--- src/rtl/fibo_bcd.sv ---
// ============================================================================
// fibo_bcd : sequential double-dabble binary-to-BCD converter, one bit/clock
// Rev 1.0  : initial release
// ============================================================================
`default_nettype none

module fibo_bcd #(
  parameter int WIDTH  = 32,
  parameter int DIGITS = 10,
  parameter int CW     = 6
) (
  input  logic                  clk_i,
  input  logic                  rst_ni,
  input  logic [WIDTH-1:0]      bin_i,
  input  logic                  in_valid_i,
  output logic                  in_ready_o,
  output logic [4*DIGITS-1:0]   bcd_o,
  output logic [3:0]            ndigits_o,
  output logic                  out_valid_o
);

  typedef enum logic [1:0] {
    S_IDLE  = 2'd0,
    S_SHIFT = 2'd1,
    S_DONE  = 2'd2
  } state_t;

  state_t                state_q, state_d;
  logic [WIDTH-1:0]      bin_sr_q, bin_sr_d;
  logic [4*DIGITS-1:0]   work_q, work_d;
  logic [CW-1:0]         cnt_q, cnt_d;
  logic [4*DIGITS-1:0]   bcd_q, bcd_d;
  logic [3:0]            ndig_q, ndig_d;

  logic [4*DIGITS-1:0]   w_adj;
  logic [4*DIGITS-1:0]   w_shifted;
  logic [3:0]            w_ndig;
  logic                  w_last;

  // Add-3 correction per digit, then shift the next binary bit into the units digit.
  always_comb begin
    w_adj = work_q;
    for (int d = 0; d < DIGITS; d++) begin
      if (work_q[4*d +: 4] >= 4'd5) begin
        w_adj[4*d +: 4] = work_q[4*d +: 4] + 4'd3;
      end
    end
    w_shifted = (w_adj << 1) | {{(4*DIGITS-1){1'b0}}, bin_sr_q[WIDTH-1]};
  end

  always_comb begin
    w_ndig = 4'd1;
    for (int d = 0; d < DIGITS; d++) begin
      if (w_shifted[4*d +: 4] != 4'd0) begin
        w_ndig = 4'(d + 1);
      end
    end
  end

  assign w_last = (cnt_q == CW'(WIDTH - 1));

  always_comb begin
    state_d  = state_q;
    bin_sr_d = bin_sr_q;
    work_d   = work_q;
    cnt_d    = cnt_q;
    bcd_d    = bcd_q;
    ndig_d   = ndig_q;
    case (state_q)
      S_IDLE: begin
        if (in_valid_i) begin
          bin_sr_d = bin_i;
          work_d   = '0;
          cnt_d    = '0;
          state_d  = S_SHIFT;
        end
      end
      S_SHIFT: begin
        work_d   = w_shifted;
        bin_sr_d = bin_sr_q << 1;
        cnt_d    = cnt_q + CW'(1);
        if (w_last) begin
          bcd_d   = w_shifted;
          ndig_d  = w_ndig;
          state_d = S_DONE;
        end
      end
      S_DONE: begin
        state_d = S_IDLE;
      end
      default: begin
        state_d = S_IDLE;
      end
    endcase
  end

  always_ff @(posedge clk_i or negedge rst_ni) begin
    if (!rst_ni) begin
      state_q  <= S_IDLE;
      bin_sr_q <= '0;
      work_q   <= '0;
      cnt_q    <= '0;
      bcd_q    <= '0;
      ndig_q   <= 4'd1;
    end else begin
      state_q  <= state_d;
      bin_sr_q <= bin_sr_d;
      work_q   <= work_d;
      cnt_q    <= cnt_d;
      bcd_q    <= bcd_d;
      ndig_q   <= ndig_d;
    end
  end

  assign in_ready_o  = (state_q == S_IDLE);
  assign out_valid_o = (state_q == S_DONE);
  assign bcd_o       = bcd_q;
  assign ndigits_o   = ndig_q;

endmodule

`default_nettype wire

--- config.mk ---
export PLATFORM = sky130hd
export DESIGN_NAME = fibo_bcd
export DESIGN_NICKNAME = d
export VERILOG_FILES = /design/src/rtl/fibo_bcd.sv
export SDC_FILE = /design/constraint.sdc
export NUM_CORES = 1
export LEC_CHECK = 0
export CAP_MARGIN = 10
export CORE_MARGIN = 5
export CORE_UTILIZATION = 50
export DETAILED_ROUTE_END_ITERATION = 8
export PLACE_DENSITY = 0.76
export SETUP_SLACK_MARGIN = 0.3
export SLEW_MARGIN = 20
export SYNTH_ARGS = -nofsm -noshare
export SYNTH_HDL_FRONTEND = slang
export SYNTH_SLANG_ARGS = --single-unit
export TNS_END_PERCENT = 30
--- constraint.sdc ---
create_clock -name clk_i -period 2.1 [get_ports clk_i]
set_input_delay 0.63 -clock clk_i [delete_from_list [all_inputs] [get_ports clk_i]]
set_output_delay 0.63 -clock clk_i [all_outputs]
set_load 0.05 [all_outputs]
==> metrics.md <==
| Metric | Value |
|---|---|
| CP Max Fanout | 4 |
| Placer Congestion | 0.851 |
| Worst-Margin Slew | between 0.4 and 0.5 ns |
| Clock share of power | 0.188 |
| Hold_ws | ~0.23 ns |
| Switching fraction of total power | 0.419 |
| Pre-CTS WS | 0.00329 ns |
| Post-synth EDFFs | 0 |
| GR Overflow Total | 0 |
| Fill cells | 910 |
| I/O pins | just over 80 |
| Via-per-instance ratio | about 5.8 |
| WS Path Type | flip-flop to flip-flop |
| Fmax | ~0.5 GHz |
| Iter 0 DRT Violations | approximately 410 |
| Pwr Density | approximately 1700 nW/µm² |
| Primary FF master, synth | dfrtp_1 |
| Top-area cell type share of the netlist area | 0.508 |
| DIE WIDTH | ~120 µm |
| Reg2reg path depth | 9 |
| Maximum vdd drop | between 0.6 and 0.7 mV |
| HP Class | primary input to async pin |
| Max-slew violation count | 0 |
| Hold buffer count at CTS | 0 |
| Die Y | ~120 µm |
| Fin. Hold Viols | 0 |
| Leak | roughly 3.7 nW |
| FF+latch count, synth | 124 |
| Slowest CP cell | dfrtp_1 |
| Fin worst setup slack | 0.104 ns |
| R2R Setup Slk | roughly 0.10 ns |
| Max-cap violation count | 0 |
| Final cell utilization of the core | 0.677 |
| Avg WL per Cell | 16.7 µm |
| Total nets after synthesis | 684 |
| Initial Util | 0.506 |
| Ant diodes | 0 |
| TritonCTS Buffers | 17 |
| Ordered list of cells on the worst path | inv_1 > ha_1 > nand2b_4 > a21oi_4 > mux2i_4 > nor4b_4 > buf_4 > nand3_1 > a22o_1 |
| Netlist Area Pre-Place | between 6000 and 7000 µm² |
| Post-DP HPWL | between 9 and 10 mm |
| Arrival @ worst endpoint | 2.30 ns |
| Tmin final | roughly 2 ns |
| Area leader, netlist | dfrtp_1 |
| Synthesis Warnings | 0 |
| Clk root buf | clkbuf_16 |
| Unrepaired setup endpoints after global routing | true |
| Clock Latency Late Sink | ~0.42 ns |
| Post-Syn Instances | about 630 |
| First-pass GRT wire length | 24.8 mm |
| Number of core rows | 40 |
| Final setup viols | 0 |
| Post-synth ARST share | 1.00 |
| Initial antenna violation count | 0 |
| Residual DRC | 0 |
| Seq pwr share | 0.306 |
| Clock transition at path regs | 0.06 ns |
| Clock skew | ~0.011 ns |
| Worst path required time | 2.40 ns |
| Largest net degree at the start of global routing | between 60 and 70 |
| Core area | 12000 µm² |
| DR pass1 iterations | 5 |
| Die area | ~14000 µm² |
| Logic gate share of total power | 0.506 |
| Top cells by area, synth | dfrtp_1 51%, o21ai_0 8.3%, a22oi_1 7.7% |
| Worst-case clock buffer depth | 2 |
| Max-slew headroom | 0.711 |
| Pint | 8.11 mW |
| CTS tree | built |
| Worst r2r src | work_q[16] |
| Final #Nets | 803 |
| Critical Path Max Stage Delay | 0.41 ns |
| Setup TNS | 0 ns |
| Reg-to-Reg End | ndigits_o[2] |
| NetSw | just under 6 mW |
| Clk sinks | about 120 |
| Post-DRT Antenna Nets | 0 |
| H-tree levels | 4 |
| Area delta synth->final | 33.6% |
| Port Buf Inserts | 80 |
| Register Area | just over 3000 µm² |
| Status | complete, no violations |
| Final WL | ~15 mm |
| Ratio of cells with drive above 1 in the final layout | 0.264 |
| Total global-route track usage | 0.211 |
| Vias | about 5.2k |
| Vias in the first global route | between 5k and 6k |
| Final period util | 0.950 |
| Syn avg cell area | 9.64 µm² |
| Startpoint Class | flip-flop |
| Register area share after synthesis | 0.513 |
| Distinct cells, synth | 44 |
| Crit end category | flip-flop |
| Multi-input logic area | ~3000 µm² |
[registers in the layout, indices dropped and copies added (netlist names)]
signal,count
bcd_o,40
bin_sr_q,32
cnt_q,6
ndigits_o,4
state_q,2
work_q,40
[metrics by stage]
stage | area (µm²) | power, mW | cells
final | 8090 | 14.0 | 906
after global routing | 8090 | 14.8 | 906
after CTS | 7880 | 13.4 | 891
after detailed placement | 7140 | 10.2 | 848
after global placement | 7140 | 9.88 | 848
after floorplan | 6100 | 8.23 | 628
[cell families after synthesis]
group	share of synthesized area
AO/OA/AOI/OAI	0.224
AND/OR/NAND/NOR	0.150
flip-flops	0.513
buffers and inverters	0.0370
adder cells (fa/ha/maj)	0.0434
XOR/XNOR	0.0159
multiplexers	0.0178
[critical path: cells and delay by family, from the launching register on]
family,cells,cell delay [ns]
multiplexers,1,0.11
flip-flops,1,0.41
AO/OA/AOI/OAI,2,0.40
buffers and inverters,2,0.25
adder cells (fa/ha/maj),1,0.21
AND/OR/NAND/NOR,3,0.50
[timing repair]
action / CTS / global route
setup endpoints to repair: 9 / 15
pin swaps: 11 / 12
buffers inserted: 12 / 15
resized for setup: 26 / 27
[placed cells by master, fill, tap and decap left out, types with 3 or more instances in the layout]
master           Yosys  layout
a21oi_1             27      22
clkinv_2             1       6
nand3_1             11      10
ha_2                 0       5
nand4_1              5       5
clkbuf_1            34       3
o21ai_1              6       5
a22o_1              12      12
a21oi_4              0       5
buf_4                0      97
ha_4                 0       5
o21ai_0            101     101
nand2b_4             0       5
nor2_1              11       8
nand2_1            100      99
mux2_4               0       3
nand2b_1            13       9
xnor2_1             10       6
xnor2_2              0       4
clkdlybuf4s50_1      0      33
buf_12               0       6
a21oi_2              5       5
dfrtp_1            123     122
inv_1               20      10
a22oi_1             62      62
nor3_1               9       9
nor3b_1             18      17
clkbuf_16            0      17
inv_2                0      10
mux2_2               5       3
nor2_2               0       3
clkbuf_8             0       4
ha_1                21      11
[layer usage]
layer,GRT usage,routed length (µm),vias up,share of wire
li1,-,-,2480,-
met2,0.337,7240,167,0.48
met4,0.0902,288,0,0.019
met5,0,0,-,0
met1,0.279,6810,2550,0.45
met3,0.0462,787,27,0.052
[layout make-up]
cell class	instances	area share
Timing Repair Buffer	137	0.147
Clock buffer	24	0.0608
Tap cell	147	0.0227
Clock inverter	7	0.00495
Sequential cell	124	0.384
Inverter	22	0.0104
Multi-Input combinational cell	445	0.370
[worst max path at each step]
stage                     cells after the start      endpoint       start  slack (ns)
after floorplan                               9  ndigits_o[2]  work_q[29]        0.21
after global placement                        8  ndigits_o[1]  work_q[16]        0.03
after detailed placement                      8  ndigits_o[1]  work_q[16]       0.003
after CTS                                     8  ndigits_o[2]  work_q[32]        0.11
after global routing                          8  ndigits_o[2]  work_q[28]        0.03
final                                         9  ndigits_o[2]  work_q[16]        0.10
[power by group through the flow]
stage	clock, mW	sequential, mW	combinational [mW]
after floorplan	0	5.02	3.21
after global placement	0	4.14	5.73
after detailed placement	0	4.20	5.98
after CTS	2.66	4.20	6.51
after global routing	2.76	4.39	7.66
final	2.62	4.27	7.07
[synth_stat cells, types with 9 or more instances]
| cell | n |
|---|---|
| nor2_1 | 11 |
| dfrtp_1 | 123 |
| nand2b_1 | 13 |
| nand3_1 | 11 |
| nor3_1 | 9 |
| ha_1 | 21 |
| clkbuf_1 | 34 |
| a22oi_1 | 62 |
| nand2_1 | 100 |
| a21oi_1 | 27 |
| nor3b_1 | 18 |
| inv_1 | 20 |
| xnor2_1 | 10 |
| o21ai_0 | 101 |
| a22o_1 | 12 |
(Power assumes the default switching activity.)
